`config.mk`:
```
export PLATFORM = sky130hd
export DESIGN_NAME = raster_tile_sched
export DESIGN_NICKNAME = d
export VERILOG_FILES = /design/src/rtl/raster_tile_sched_pkg.sv /design/src/rtl/raster_tile_fifo.sv /design/src/rtl/raster_tile_sched.sv
export SDC_FILE = /design/constraint.sdc
export NUM_CORES = 1
export LEC_CHECK = 0
export ABC_AREA = 1
export CAP_MARGIN = 20
export CORE_MARGIN = 2
export CORE_UTILIZATION = 30
export DETAILED_ROUTE_END_ITERATION = 8
export MAX_ROUTING_LAYER = met4
export PLACE_DENSITY = 0.61
export SLEW_MARGIN = 20
export SYNTH_ARGS = -nofsm -noshare
export SYNTH_HDL_FRONTEND = slang
export SYNTH_SLANG_ARGS = --single-unit
export TNS_END_PERCENT = 100
```
`constraint.sdc`:
```
create_clock -name clk -period 5.4 [get_ports clk]
set_clock_uncertainty 0.15 [all_clocks]
set_input_delay 1.08 -clock clk [delete_from_list [all_inputs] [get_ports clk]]
set_output_delay 1.08 -clock clk [all_outputs]
set_load 0.1 [all_outputs]
```
`src/rtl/raster_tile_sched_pkg.sv`:
```
// rtl/raster_tile_sched_pkg.sv - tile entry, DCR and state types shared by the raster tile scheduler
package VX_raster_types;

  localparam int RASTER_TILE_ENTRY_SIZE = 8;

  typedef struct packed {
    logic [15:0] tile_x;
    logic [15:0] tile_y;
    logic [31:0] pbuf_offs;
  } raster_tile_t;

  typedef struct packed {
    logic [31:0] tbuf_addr;
    logic [31:0] tile_count;
    logic [15:0] dst_width;
    logic [15:0] dst_height;
  } raster_dcrs_t;

  typedef enum logic [1:0] {
    IDLE = 2'd0,
    RUN  = 2'd1,
    DONE = 2'd2
  } sched_state_t;

  function automatic raster_tile_t decode_tile(input logic [63:0] data);
    raster_tile_t t;
    t.tile_x    = data[15:0];
    t.tile_y    = data[31:16];
    t.pbuf_offs = data[63:32];
    return t;
  endfunction

endpackage

```
`src/rtl/raster_tile_fifo.sv`:
```
// rtl/raster_tile_fifo.sv - synchronous tile-entry FIFO; head is registered storage, visible the cycle after push
module raster_tile_fifo
  import VX_raster_types::*;
#(
  parameter int DEPTH = 4
) (
  input  logic                     clk,
  input  logic                     reset_n,
  input  logic                     push,
  input  raster_tile_t             push_data,
  input  logic                     pop,
  output raster_tile_t             head,
  output logic                     full,
  output logic                     empty,
  output logic [$clog2(DEPTH):0]   count
);

  localparam int AW = $clog2(DEPTH);

  raster_tile_t   mem [DEPTH];
  logic [AW-1:0]  wr_ptr;
  logic [AW-1:0]  rd_ptr;
  logic           do_push;
  logic           do_pop;

  assign empty   = (count == '0);
  assign full    = (count == ($clog2(DEPTH) + 1)'(DEPTH));
  assign do_pop  = pop && !empty;
  assign do_push = push && (!full || do_pop);
  assign head    = mem[rd_ptr];

  always_ff @(posedge clk or negedge reset_n) begin
    if (!reset_n) begin
      wr_ptr <= '0;
      rd_ptr <= '0;
      count  <= '0;
    end else begin
      if (do_push) wr_ptr <= wr_ptr + 1'b1;
      if (do_pop)  rd_ptr <= rd_ptr + 1'b1;
      if (do_push && !do_pop)      count <= count + 1'b1;
      else if (!do_push && do_pop) count <= count - 1'b1;
    end
  end

  always_ff @(posedge clk) begin
    if (do_push) mem[wr_ptr] <= push_data;
  end

endmodule

```
`src/rtl/raster_tile_sched.sv`:
```
// rtl/raster_tile_sched.sv - fetches tile entries from memory and deals them round-robin to rasterizer slices
// Optional clipping of out-of-surface tiles: RASTER_TILE_CLIP_EN
module raster_tile_sched
  import VX_raster_types::*;
#(
  parameter int NUM_SLICES = 4,
  parameter int FIFO_DEPTH = 4
) (
  input  logic                  clk,
  input  logic                  reset_n,
  input  logic                  start,
  input  raster_dcrs_t          dcrs,
  output logic                  busy,
  output logic                  done,
  output logic                  mem_req_valid,
  output logic [31:0]           mem_req_addr,
  input  logic                  mem_req_ready,
  input  logic                  mem_rsp_valid,
  input  logic [63:0]           mem_rsp_data,
  output logic                  mem_rsp_ready,
  output logic [NUM_SLICES-1:0] slice_valid,
  output raster_tile_t          slice_tile,
  input  logic [NUM_SLICES-1:0] slice_ready
);

  localparam int CW = $clog2(FIFO_DEPTH) + 1;
  localparam int PW = (NUM_SLICES > 1) ? $clog2(NUM_SLICES) : 1;

  sched_state_t  state;
  raster_dcrs_t  dcrs_q;
  logic [31:0]   req_idx;
  logic [31:0]   retire_cnt;
  logic [CW-1:0] outstanding;
  logic [CW-1:0] fifo_count;
  logic [PW-1:0] rr_ptr;
  logic [PW-1:0] grant_idx;
  logic          grant_found;
  logic          fifo_empty;
  logic          fifo_full;
  logic          req_fire;
  logic          rsp_push;
  logic          head_dispatch;
  logic          head_discard;
  logic          head_pop;
  logic          unused_sig;
  raster_tile_t  head;

  assign busy          = (state != IDLE);
  assign done          = (state == DONE);
  assign mem_rsp_ready = 1'b1;
  // Credits: in-flight reads plus buffered entries never exceed the FIFO, so responses need no backpressure.
  assign mem_req_valid = (state == RUN) && (req_idx < dcrs_q.tile_count) &&
                         (({1'b0, outstanding} + {1'b0, fifo_count}) < (CW + 1)'(FIFO_DEPTH));
  assign mem_req_addr  = dcrs_q.tbuf_addr + 32'(req_idx * 32'(RASTER_TILE_ENTRY_SIZE));
  assign req_fire      = mem_req_valid && mem_req_ready;
  assign rsp_push      = mem_rsp_valid && (state == RUN) && (outstanding != '0);

`ifdef RASTER_TILE_CLIP_EN
  assign head_discard = (state == RUN) && !fifo_empty &&
                        ((head.tile_x >= dcrs_q.dst_width) || (head.tile_y >= dcrs_q.dst_height));
  assign unused_sig   = fifo_full;
`else
  assign head_discard = 1'b0;
  assign unused_sig   = ^{fifo_full, dcrs_q.dst_width, dcrs_q.dst_height};
`endif

  assign head_dispatch = (state == RUN) && !fifo_empty && !head_discard && grant_found;
  assign head_pop      = head_dispatch || head_discard;
  assign slice_tile    = fifo_empty ? '0 : head;

  // Descending offset scan so the ready slice closest to rr_ptr wins.
  always_comb begin
    grant_found = 1'b0;
    grant_idx   = '0;
    for (int i = NUM_SLICES - 1; i >= 0; i--) begin
      if (slice_ready[(int'(rr_ptr) + i) % NUM_SLICES]) begin
        grant_found = 1'b1;
        grant_idx   = PW'((int'(rr_ptr) + i) % NUM_SLICES);
      end
    end
  end

  always_comb begin
    slice_valid = '0;
    if (head_dispatch) slice_valid[grant_idx] = 1'b1;
  end

  raster_tile_fifo #(.DEPTH(FIFO_DEPTH)) u_fifo (
    .clk       (clk),
    .reset_n   (reset_n),
    .push      (rsp_push),
    .push_data (decode_tile(mem_rsp_data)),
    .pop       (head_pop),
    .head      (head),
    .full      (fifo_full),
    .empty     (fifo_empty),
    .count     (fifo_count)
  );

  always_ff @(posedge clk or negedge reset_n) begin
    if (!reset_n) begin
      state       <= IDLE;
      dcrs_q      <= '0;
      req_idx     <= '0;
      retire_cnt  <= '0;
      outstanding <= '0;
      rr_ptr      <= '0;
    end else begin
      case (state)
        IDLE: begin
          if (start) begin
            dcrs_q     <= dcrs;
            req_idx    <= '0;
            retire_cnt <= '0;
            state      <= (dcrs.tile_count == '0) ? DONE : RUN;
          end
        end
        RUN: begin
          if (req_fire) req_idx <= req_idx + 32'd1;
          if (head_pop) begin
            retire_cnt <= retire_cnt + 32'd1;
            if (retire_cnt + 32'd1 == dcrs_q.tile_count) state <= DONE;
          end
        end
        DONE:    state <= IDLE;
        default: state <= IDLE;
      endcase

      if (req_fire && !rsp_push)      outstanding <= outstanding + 1'b1;
      else if (!req_fire && rsp_push) outstanding <= outstanding - 1'b1;

      if (head_dispatch)
        rr_ptr <= (grant_idx == PW'(NUM_SLICES - 1)) ? '0 : grant_idx + 1'b1;
    end
  end

endmodule

```
### Word-level counts from Yosys, hierarchy flattened

Memories as Yosys holds them, arrays and structs flattened.
Index checks and enable logic that the tools add are counted.
W data, S select, Z words.

| cells by class | value |
|---|---|
| add/subtract/negate cells | 14 |
| multipliers | 0 |
| divide/modulo/power cells | 0 |
| $lt $le $gt $ge | 8 |
| equal/unequal tests | 9 |
| shifts and indexed selects | 0 |
| muxes and demuxes | 40 |
| bitwise operators | 3 |
| reductions and logical operators | 36 |

Operators with widths:

| cell | count |
|---|---|
| $pmux W32 S2 | 2 |
| $mux W32 | 3 |
| $add A32 B1 Y32 const B | 2 |
| $mux W64 | 1 |
| $add A32 B32 Y32 | 1 |
| $eq A32 B32 Y1 | 1 |
| $logic_not A32 Y1 | 1 |
| $lt A32 B32 Y1 | 1 |
| $mux W2 | 9 |
| $logic_and A1 B1 Y1 | 14 |
| $mux W1 | 14 |
| $lt A3 B4 Y1 const B | 3 |
| $mux W3 | 4 |
| $reduce_and A3 Y1 | 3 |
| $add A2 B1 Y2 const B | 4 |
| $bmux W1 S2 | 4 |
| $reduce_bool A2 Y1 | 4 |
| $add A3 B1 Y3 const B | 2 |
| $logic_not A1 Y1 | 6 |
| $lt A2 B3 Y1 const B | 2 |
| $reduce_or A2 Y1 | 3 |
| $sub A3 B1 Y3 const B | 2 |
| $add A2 B2 Y2 const B | 2 |
| $add A3 B3 Y4 | 1 |
| other kinds (16) | 21 |

| storage, ports and cells | value |
|---|---|
| bits in registers | 142 |
| latch bits | 0 |
| RAM bits | 256 |
| memory bits (read-only) | 0 |
| input bits | 169 |
| output and inout bits | 104 |
| word-level logic and storage cells | 121 |
| memories kept | 1 |

Memories:

| name | depth | width | read ports | clocked after memory_dff | write ports | line | source |
|---|---|---|---|---|---|---|---|
| u_fifo.mem | 4 | 64 | 1 | 0 | 1 | raster_tile_fifo.sv:20 | `raster_tile_t mem [DEPTH];` |

### Logic depth before layout (Yosys ltp)

Gate-level depths: netlist of run 1.

| logic depth | value |
|---|---|
| depth in word-level cells | 18 |
| gate-level depth with buffers | 20 |
| gate-level depth less buffers | 19 |

### By module

Synthesis of run 1 repeated with hierarchy kept, for this count alone.

| second synthesis, totals | value |
|---|---|
| cells, all modules | 2270 |
| area total of the unflattened synthesis | 20702.4 µm² |

Modules (own cells, without submodules):

| module | instances | cells each | area each (µm²) | seq. area each (µm²) |
|---|---|---|---|---|
| raster_tile_sched | 1 | 1524 | 10557.6 | 3378.2 |
| raster_tile_fifo | 1 | 746 | 10144.7 | 7862.5 |

### Worst setup path after synthesis of run 1

Ideal clock, no wire load.

| path | value |
|---|---|
| path kind | input port to flip-flop |
| start point | in slice_ready[0] |
| end point | mem u_fifo.mem[0][0] (netlist name), enable pin |
| setup time | 0.486 ns |
| arrival time | 4.449 ns |
| data required time | 4.764 ns |
| path slack | 0.315 ns |
| stages | 8 |
| path buffers | 0 |
| cell sequence | inv_1 nor2_1 inv_1 o21ai_1 nand3b_1 nand2_1 a31o_2 nor2_1 |

| between the ends | value |
|---|---|
| longest elaborated chain between the ends | 13 |
| elaborated cells on any way between the ends | 21 |
| those cells by class | mux: 17; reduce/logical: 4 |

RTL lines:

| what | line | source |
|---|---|---|
| from (decl) | raster_tile_sched.sv:23 | `input logic [NUM_SLICES-1:0] slice_ready` |
| $bmux W1 S2 | raster_tile_sched.sv:76 | `if (slice_ready[(int'(rr_ptr) + i) % NUM_SLICES]) begin` |
| $mux W1 (implied by the code) (2 in a row) | raster_tile_sched.sv:76 |  |
| $mux W1 (3 in a row) | raster_tile_sched.sv:76 |  |
| $mux W1 * | raster_tile_sched.sv:76 |  |
| $logic_and A1 B1 Y1 * | raster_tile_sched.sv:67 | `assign head_dispatch = (state == RUN) && !fifo_empty && !head_discard && grant_found;` |
| $logic_and A1 B1 Y1 * | raster_tile_fifo.sv:28 | `assign do_pop = pop && !empty;` |
| $logic_or A1 B1 Y1 * | raster_tile_fifo.sv:29 | `assign do_push = push && (!full \|\| do_pop);` |
| $logic_and A1 B1 Y1 * | raster_tile_fifo.sv:29 |  |
| $mux W1 * | raster_tile_fifo.sv:46 | `if (do_push) mem[wr_ptr] <= push_data;` |
| $mux W1 (implied by the code) * | raster_tile_fifo.sv:46 |  |
| to (decl) | raster_tile_fifo.sv:20 |  |

Mark *: on every way between the ends. The rest lies on a longest branch, timed or not. The select of a mux whose other input is x is not followed.

### Worst setup path in the final report of run 1

| path | value |
|---|---|
| start point | reg req_idx[0] |
| end point | out mem_req_addr[25] |

| between the ends | value |
|---|---|
| longest elaborated chain between the ends | 1 |

RTL lines:

| what | line | source |
|---|---|---|
| from (decl) | raster_tile_sched.sv:31 | `logic [31:0] req_idx;` |
| from (signal assigned) | raster_tile_sched.sv:119 | `if (req_fire) req_idx <= req_idx + 32'd1;` |
| $add A32 B32 Y32 | raster_tile_sched.sv:54 | `assign mem_req_addr = dcrs_q.tbuf_addr + 32'(req_idx * 32'(RASTER_TILE_ENTRY_SIZE));` |
| to (decl) | raster_tile_sched.sv:16 | `output logic [31:0] mem_req_addr,` |

Every way passes these cells.

==> results of run 1 <==
==> cell families (layout without fill, tap and decap cells) <==
| group | Yosys count | count (layout) |
|---|---|---|
| other | 1 | 11 |
| and+or+nand+nor | 993 | 993 |
| AOI/OAI and AO/OA | 376 | 376 |
| adders and majority gates | 76 | 76 |
| xor gates and xnor gates | 58 | 58 |
| DFF | 398 | 398 |
| muxes | 35 | 35 |
| buffers and inverters | 255 | 523 |
==> critical path, stage by stage (launching register included) <==
cell and delay [ps]:
dfrtp_1 460, ha_1 220, inv_1 60, fa_1 400, o21ai_1 300, a21boi_0 210
o21bai_1 260, a21boi_0 200, o21ai_0 360, nand2_1 120, nand2_1 80, nand2_1 40
nand2_1 50, buf_4 290
==> registers in the layout (all words and copies together) (netlist names) <==
name           flops
u_fifo.mem       256
outstanding        3
u_fifo.wr_ptr      2
state              2
retire_cnt        32
rr_ptr             2
u_fifo.rd_ptr      2
req_idx           32
u_fifo.count       3
dcrs_q            64
==> synth_stat cells, types with 5 or more instances <==
library cell  number  area [um2]
nor3_1            21       105.1
nand4_1           17       106.4
xor2_1            33       289.0
o21ai_0          168       840.8
o22ai_1           19       118.9
mux2_2            34       382.9
dfrtp_1          142        3553
o21ai_1            5       25.02
edfxtp_1         256        7687
buf_2              8       40.04
nor2_4             5       56.30
nand3_1          133       665.6
ha_1              73       913.4
nand2_1          366        1374
nor4_1            10       62.56
a211oi_1           5       37.54
nor2_1           430        1614
buf_1             23       86.33
buf_4              6       45.04
xnor2_1           23       201.4
a21oi_1          156       780.8
clkbuf_1          47       176.4
inv_1            167       626.9
a31oi_1            5       31.28
==> metal layers <==
layer / vias up / share of wire (%) / global-route usage, %
met5: - / 0 / -
met1: 7667 / 44 / 20.71
met2: 426 / 47 / 26.96
met3: 108 / 5.1 / 2.834
met4: 0 / 3.6 / 6.764
li1: 7918 / - / -
==> final cells by class <==
type / count / share of cell area [%]
antenna: 10 / 0.09953
sequential: 398 / 44.73
tap: 873 / 4.345
clock buffer: 60 / 5.116
clock inverter: 28 / 1.398
inverter: 169 / 2.528
timing repair buffer: 266 / 10.03
multi-input combinational: 1539 / 31.76
==> through the flow <==
| stage | utilization, % | area, um2 |
|---|---|---|
| floorplan | - | 20190 |
| global placement | 35.04 | 23450 |
| detailed placement | 35.04 | 23450 |
| CTS | 37.49 | 25090 |
| global route | 37.57 | 25140 |
| finish | 37.57 | 25140 |
==> path summary, 6_finish.rpt <==
check                                      startpoint                          to  depth (start not counted)  slack [ps]
max in group asynchronous                     reset_n  outstanding[0]$_DFFE_PN0P_                          2        3760
min in group asynchronous                     reset_n      dcrs_q[66]$_DFFE_PN0P_                          1         460
hold reg to reg            outstanding[2]$_DFFE_PN0P_  outstanding[2]$_DFFE_PN0P_                          1         360
setup / recovery               req_idx[0]$_DFFE_PN0P_            mem_req_addr[25]                         13         530
hold / removal             outstanding[2]$_DFFE_PN0P_  outstanding[2]$_DFFE_PN0P_                          1         360
setup reg to reg                 state[1]$_DFFE_PN0P_  outstanding[2]$_DFFE_PN0P_                         15        1930
==> power breakdown <==
| group | internal, mW | switching (mW) |
|---|---|---|
| combinational | 1.73 | 6.01 |
| sequential | 3.87 | 0.339 |
| clock | 1.99 | 1.32 |
==> key figures, run 1 <==
Synthesis
  – Syn_nets: roughly 2400
  – YS warnings: 0
  – Post-synth top flop: edfxtp_1
  – Netlist Area Pre-Place: approximately 20000 um2
  – Simple-gate share of the synthesized area: approximately a fifth
  – Compound-Gate Fraction of Synth Area: around a tenth
  – EDFF count, synth: 256
  – Sequential cell area fraction in the yosys report: 55.68%
  – Count of cell types in the netlist: 47
  – Synth Area in XOR/XNOR: 2.652%
  – Largest family of logic cells by synthesized area: simple AND/OR/NAND/NOR gates
  – Mapped Avg Cell Area: a little over 9 um2
  – Post-synthesis mux area share: 1.946%
  – #FFs+latches synth: 398
  – Post-synth ARST share: between 30% and 40%
  – Syn Inst Count: about 2200
  – Adder-Cell Fraction of Synth Area: under 10%

Pwr
  – Leakage: ~11 nW
  – Worst VDD drop: 0.4800 mV
  – Overall Power: ~15 mW
  – Power Density: between 600 and 700 nW/um2

Clock network
  – CTS Buf Count: 47
  – CTS hold repair buffers: 0
  – Clock Sinks: 398
  – Post-CTS setup buffer count: 0
  – Clk root buf: clkbuf_16
  – Clock tree buffer depth: 3
  – Clk slew on worst S/H paths: approximately 60 ps
  – H-tree levels: 2
  – Post_cts resized: 0
  – Worst-Skew Late Latency: 600 ps
  – TritonCTS clock tree: built

Route
  – Vias per inst: a little under 5
  – Routed length per instance: ~17 um
  – Final ANT Viol Nets: 0
  – Drt initial violations: ~1100
  – DRC viols: 0
  – Wirelength, routed: 56.99 mm
  – Pre-antenna DRT Iters: 5
  – Via count: 16120

Placement
  – Placed wire-length estimate: between 30 and 40 mm
  – Inst Count DP: about 3200
  – Post-Place Setup Slack: around 950 ps
  – Routability cong.: 0.8953
  – Port bufs: approximately 240

GRT
  – Total global routing overflow: 0
  – First-pass GRT wire length: 88.46 mm
  – Pin count of the biggest net entering global routing: ~100
  – GRT Util Overall: 16.66%
  – Initial antenna violation count: 11
  – Vias in the first global route: between 15000 and 20000

Worst setup path
  – CP endpoint kind: output pin
  – Critical Path Start Type: flip-flop
  – Crit path DAT: between 3000 and 4000 ps
  – CP max FO: 6
  – Worst setup path category: reg2out
  – WP data required: around 4200 ps

Floorplan
  – Ports: ~270
  – Core footprint: ~67000 um2
  – Die outline height: around 260 um
  – Die Wd: ~260 um
  – Initial Util: about 30%
  – FP Rows: 95
  – Die area: roughly 70000 um2

Cells and area
  – # nets final: approximately 2700
  – Reg area: between 10000 and 15000 um2
  – Fraction of layout cells with a size suffix above 1: 10.04%
  – Multi-input gate area in the final layout: between 7000 and 8000 um2
  – Final non-filler cell total: 3343
  – Most common cell after layout, fill and taps aside: nor2_1
  – Fillers: 6577
  – Area growth syn-to-layout: 24.53%
  – Most frequent cells in the layout: nor2_1 (426), nand2_1 (365), edfxtp_1 (256)

STA
  – WHS: between 300 and 400 ps
  – Setup TNS Final: 0 ps
  – Pins Over Slew Limit: 0
  – Rel. slew slack: about a third
  – FMAX: a little over 200 MHz
  – PnR worst setup slack: 526.9 ps
  – Minimum clock period: around 4900 ps
  – Crit share post-route: ~90%
  – Least-Margin Pin Slew: slightly below 1000 ps
  – RSZ-0062 raised after global routing: false
  – Final Hold Fails: 0
  – Final setup viols: 0

Run status
  – Status: complete, no violations

Min path
  – Worst hold path type: reg2reg

Job
  – Maxcap violations: 0
(Power assumes the default switching activity.)
==> inputs of run 2 (changes only) <==
--- a/config.mk
+++ b/config.mk
@@ -8,10 +8,10 @@
 export ABC_AREA = 1
 export CAP_MARGIN = 20
 export CORE_MARGIN = 2
-export CORE_UTILIZATION = 30
+export CORE_UTILIZATION = 45
 export DETAILED_ROUTE_END_ITERATION = 8
 export MAX_ROUTING_LAYER = met4
-export PLACE_DENSITY = 0.61
+export PLACE_DENSITY = 0.79
 export SLEW_MARGIN = 20
 export SYNTH_ARGS = -nofsm -noshare
 export SYNTH_HDL_FRONTEND = slang
==> run 2 against run 1 <==
Cell count decreased by 9.2%. Clock power decreased by 16%. Worst hold slack got worse by 12 ps. Flip-flop and latch count unchanged. Die area decreased by 33%. Total power decreased by 4.4%. Combinational power decreased by 2.7%. Global-route usage increased by 6.6 points. Utilization increased by 17 points. Wire length decreased by 6.3%. Clock-buffer cell count increased by 2. First-iteration DRC count increased by 17%. Largest cell class unchanged.
==> key figures, run 2 (synthesis gave the netlist of run 1 again) <==
Placement
  – Routability cong.: 0.9420 (+5.2%)
  – Inst Count DP: 2956 (-8.9%)
  – Placed Area: 22990 um2 (-2.0%)
  – Placed wire-length estimate: 35.50 mm (-8.4%)
  – Port bufs: 239 (unchanged)
  – Post-Place Setup Slack: 1000 ps (+48.14 ps)

Cells and area
  – Final Cell Area: 24300 um2 (-3.3%)
  – Most frequent cells in the layout: nor2_1 (426), nand2_1 (365), edfxtp_1 (256)
  – Fraction of layout cells with a size suffix above 1: 9.262% (-0.78 points)
  – Final non-filler cell total: 3035 (-9.2%)
  – # nets final: 2654 (-0.45%)
  – Most common cell after layout, fill and taps aside: nor2_1
  – Area growth syn-to-layout: 20.36%
  – Reg with most FFs: u_fifo.mem
  – Top flop regs: u_fifo.mem (256), dcrs_q (64)
  – Max reg flops: 256 (unchanged)

Clock network
  – CTS Buf Count: 43 (-8.5%)
  – Post_cts resized: 0 (unchanged)
  – Worst-Skew Late Latency: 570 ps (-30 ps)
  – Post-CTS setup buffer count: 0 (unchanged)
  – H-tree levels: 2 (unchanged)
  – CTS hold repair buffers: 0 (unchanged)
  – Clock tree buffer depth: 3 (unchanged)
  – Clk root buf: clkbuf_16
  – Clk slew on worst S/H paths: 60 ps (about the same)
  – TritonCTS clock tree: built
  – Clock Sinks: 398 (unchanged)

GRT
  – Initial antenna violation count: 2 (-9)
  – First-pass GRT wire length: 84.12 mm (-4.9%)
  – Vias in the first global route: 16110 (+0.65%)
  – Total global routing overflow: 0 (unchanged)
  – Pin count of the biggest net entering global routing: 118 (+17%)
  – GRT Util Overall: 23.26% (+6.6 points)

Floorplan
  – Die area: 46580 um2 (-33%)
  – FP Rows: 77 (-19%)
  – Initial Util: 45.66% (+15 points)
  – Ports: 273 (unchanged)
  – Core footprint: 44220 um2 (-34%)
  – Die outline height: 215.8 um (-18%)
  – Die Wd: 215.8 um (-18%)

STA
  – Setup TNS Final: 0 ps (unchanged)
  – FMAX: 208.1 MHz (+1.4%)
  – Minimum clock period: 4806 ps (-67.18 ps)
  – Rel. slew slack: 29.09% (-4.6 points)
  – Least-Margin Pin Slew: 1061 ps (+66.99 ps)
  – Pins Over Slew Limit: 0 (unchanged)
  – Final Hold Fails: 0 (unchanged)
  – PnR worst setup slack: 594.1 ps (+67.18 ps)
  – RSZ-0062 raised after global routing: false
  – WHS: 350.0 ps (-12.17 ps)
  – Crit share post-route: 89.00% (-1.2 points)
  – Final setup viols: 0 (unchanged)

Job
  – Maxcap violations: 0 (unchanged)

Worst setup path
  – Most used cell, CP: nand2_1
  – WP data required: 4170 ps (about the same)
  – Crit-path max cell delay: 450 ps (about the same)
  – Critical Path Start Type: flip-flop
  – Worst setup path category: reg2out
  – CP max FO: 6 (unchanged)
  – Buf/Inv on CP: 2 (unchanged)
  – Crit-path cells: ha_1, inv_1, fa_1, o21ai_1, a21oi_1, o21ai_1, a21oi_1, o21ai_1, nand2_1, nand2_1, nand2_1, nand2_1, buf_4
  – CP endpoint kind: output pin
  – Critical path's slowest cell: dfrtp_1
  – Crit path DAT: 3580 ps (-60 ps)
  – Cell family with most CP delay: compound AO/OA/AOI/OAI gates

Pwr
  – Comb pwr share: 51.6% (+0.9 points)
  – Power share of the clock group: 19.1% (-2.6 points)
  – Net Switching: 7.461 mW (-2.7%)
  – Cell Int Power: 7.132 mW (-6.0%)
  – Sequential share of power: 29.3% (+1.7 points)
  – Worst VDD drop: 0.8686 mV (+81%)
  – Leakage: 10.33 nW (-2.0%)
  – Sw Share: 51.13% (+0.86 points)
  – Power Density: 600.6 nW/um2 (-1.1%)

Run status
  – Status: complete, no violations

Route
  – Via count: 16290 (+1.1%)
  – Vias per inst: 5.367 (+11%)
  – Wirelength, routed: 53.39 mm (-6.3%)
  – Pre-antenna DRT Iters: 5 (unchanged)
  – Routed length per instance: 17.59 um (+3.2%)
  – DRC viols: 0 (unchanged)
  – Drt initial violations: 1323 (+17%)
  – Final ANT Viol Nets: 0 (unchanged)

Min path
  – Worst hold path type: reg2reg
==> run 2: cell count changes in the layout (fill, tap and decap cells not counted), sizes merged, moves of 3 or more <==
cell           change
diode              -7
buf                -5
bufinv             -5
clkinv             -5
clkdlybuf4s50      -3
==> run 2: worst paths after layout <==
| kind | startpoint | endpoint | slack, ps | cells past startpoint |
|---|---|---|---|---|
| setup / recovery | req_idx[0]$_DFFE_PN0P_ | mem_req_addr[29] | 590 | 13 |
| hold / removal | dcrs_q[65]$_DFFE_PN0P_ | dcrs_q[65]$_DFFE_PN0P_ | 350 | 1 |
| setup reg to reg | req_idx[2]$_DFFE_PN0P_ | req_idx[28]$_DFFE_PN0P_ | 2120 | 15 |
| hold reg to reg | dcrs_q[65]$_DFFE_PN0P_ | dcrs_q[65]$_DFFE_PN0P_ | 350 | 1 |
| max in group asynchronous | reset_n | dcrs_q[66]$_DFFE_PN0P_ | 3440 | 2 |
| min in group asynchronous | reset_n | dcrs_q[59]$_DFFE_PN0P_ | 500 | 1 |
==> run 2: power by group through the flow <==
stage                     Combinational, mW  Clock (mW)  Sequential (mW)
after floorplan                        5.81           0             4.16
after global placement                 7.44           0             4.29
after detailed placement               7.55           0             4.32
after CTS                              7.58        2.83             4.27
after global routing                   8.01        2.95             4.33
final                                  7.53        2.79             4.27
==> run 2: per-layer routing <==
layer  global-route usage (%)  up-vias  wire (um)
li1                         -     7849          -
met1                    28.26     7796      21870
met2                    38.95      559      25970
met3                    5.455       85       4489
met4                    6.276        0       1063
met5                        -        -          0
==> run 2: layout make-up <==
cell class	instances	area, um2
Antenna cell	3	7.507
Clock buffer	62	1199
Clock inverter	14	105.1
Fill cell	3746	19920
Inverter	169	634.4
Multi-Input combinational cell	1539	7984
Sequential cell	398	11250
Tap cell	592	740.7
Timing Repair Buffer	258	2384
==> run 2: stage by stage <==
stage	util (%)	power, mW
floorplan	-	9.975
global placement	51.98	11.74
detailed placement	51.98	11.87
CTS	54.93	14.68
global route	54.94	15.29
finish	54.95	14.59
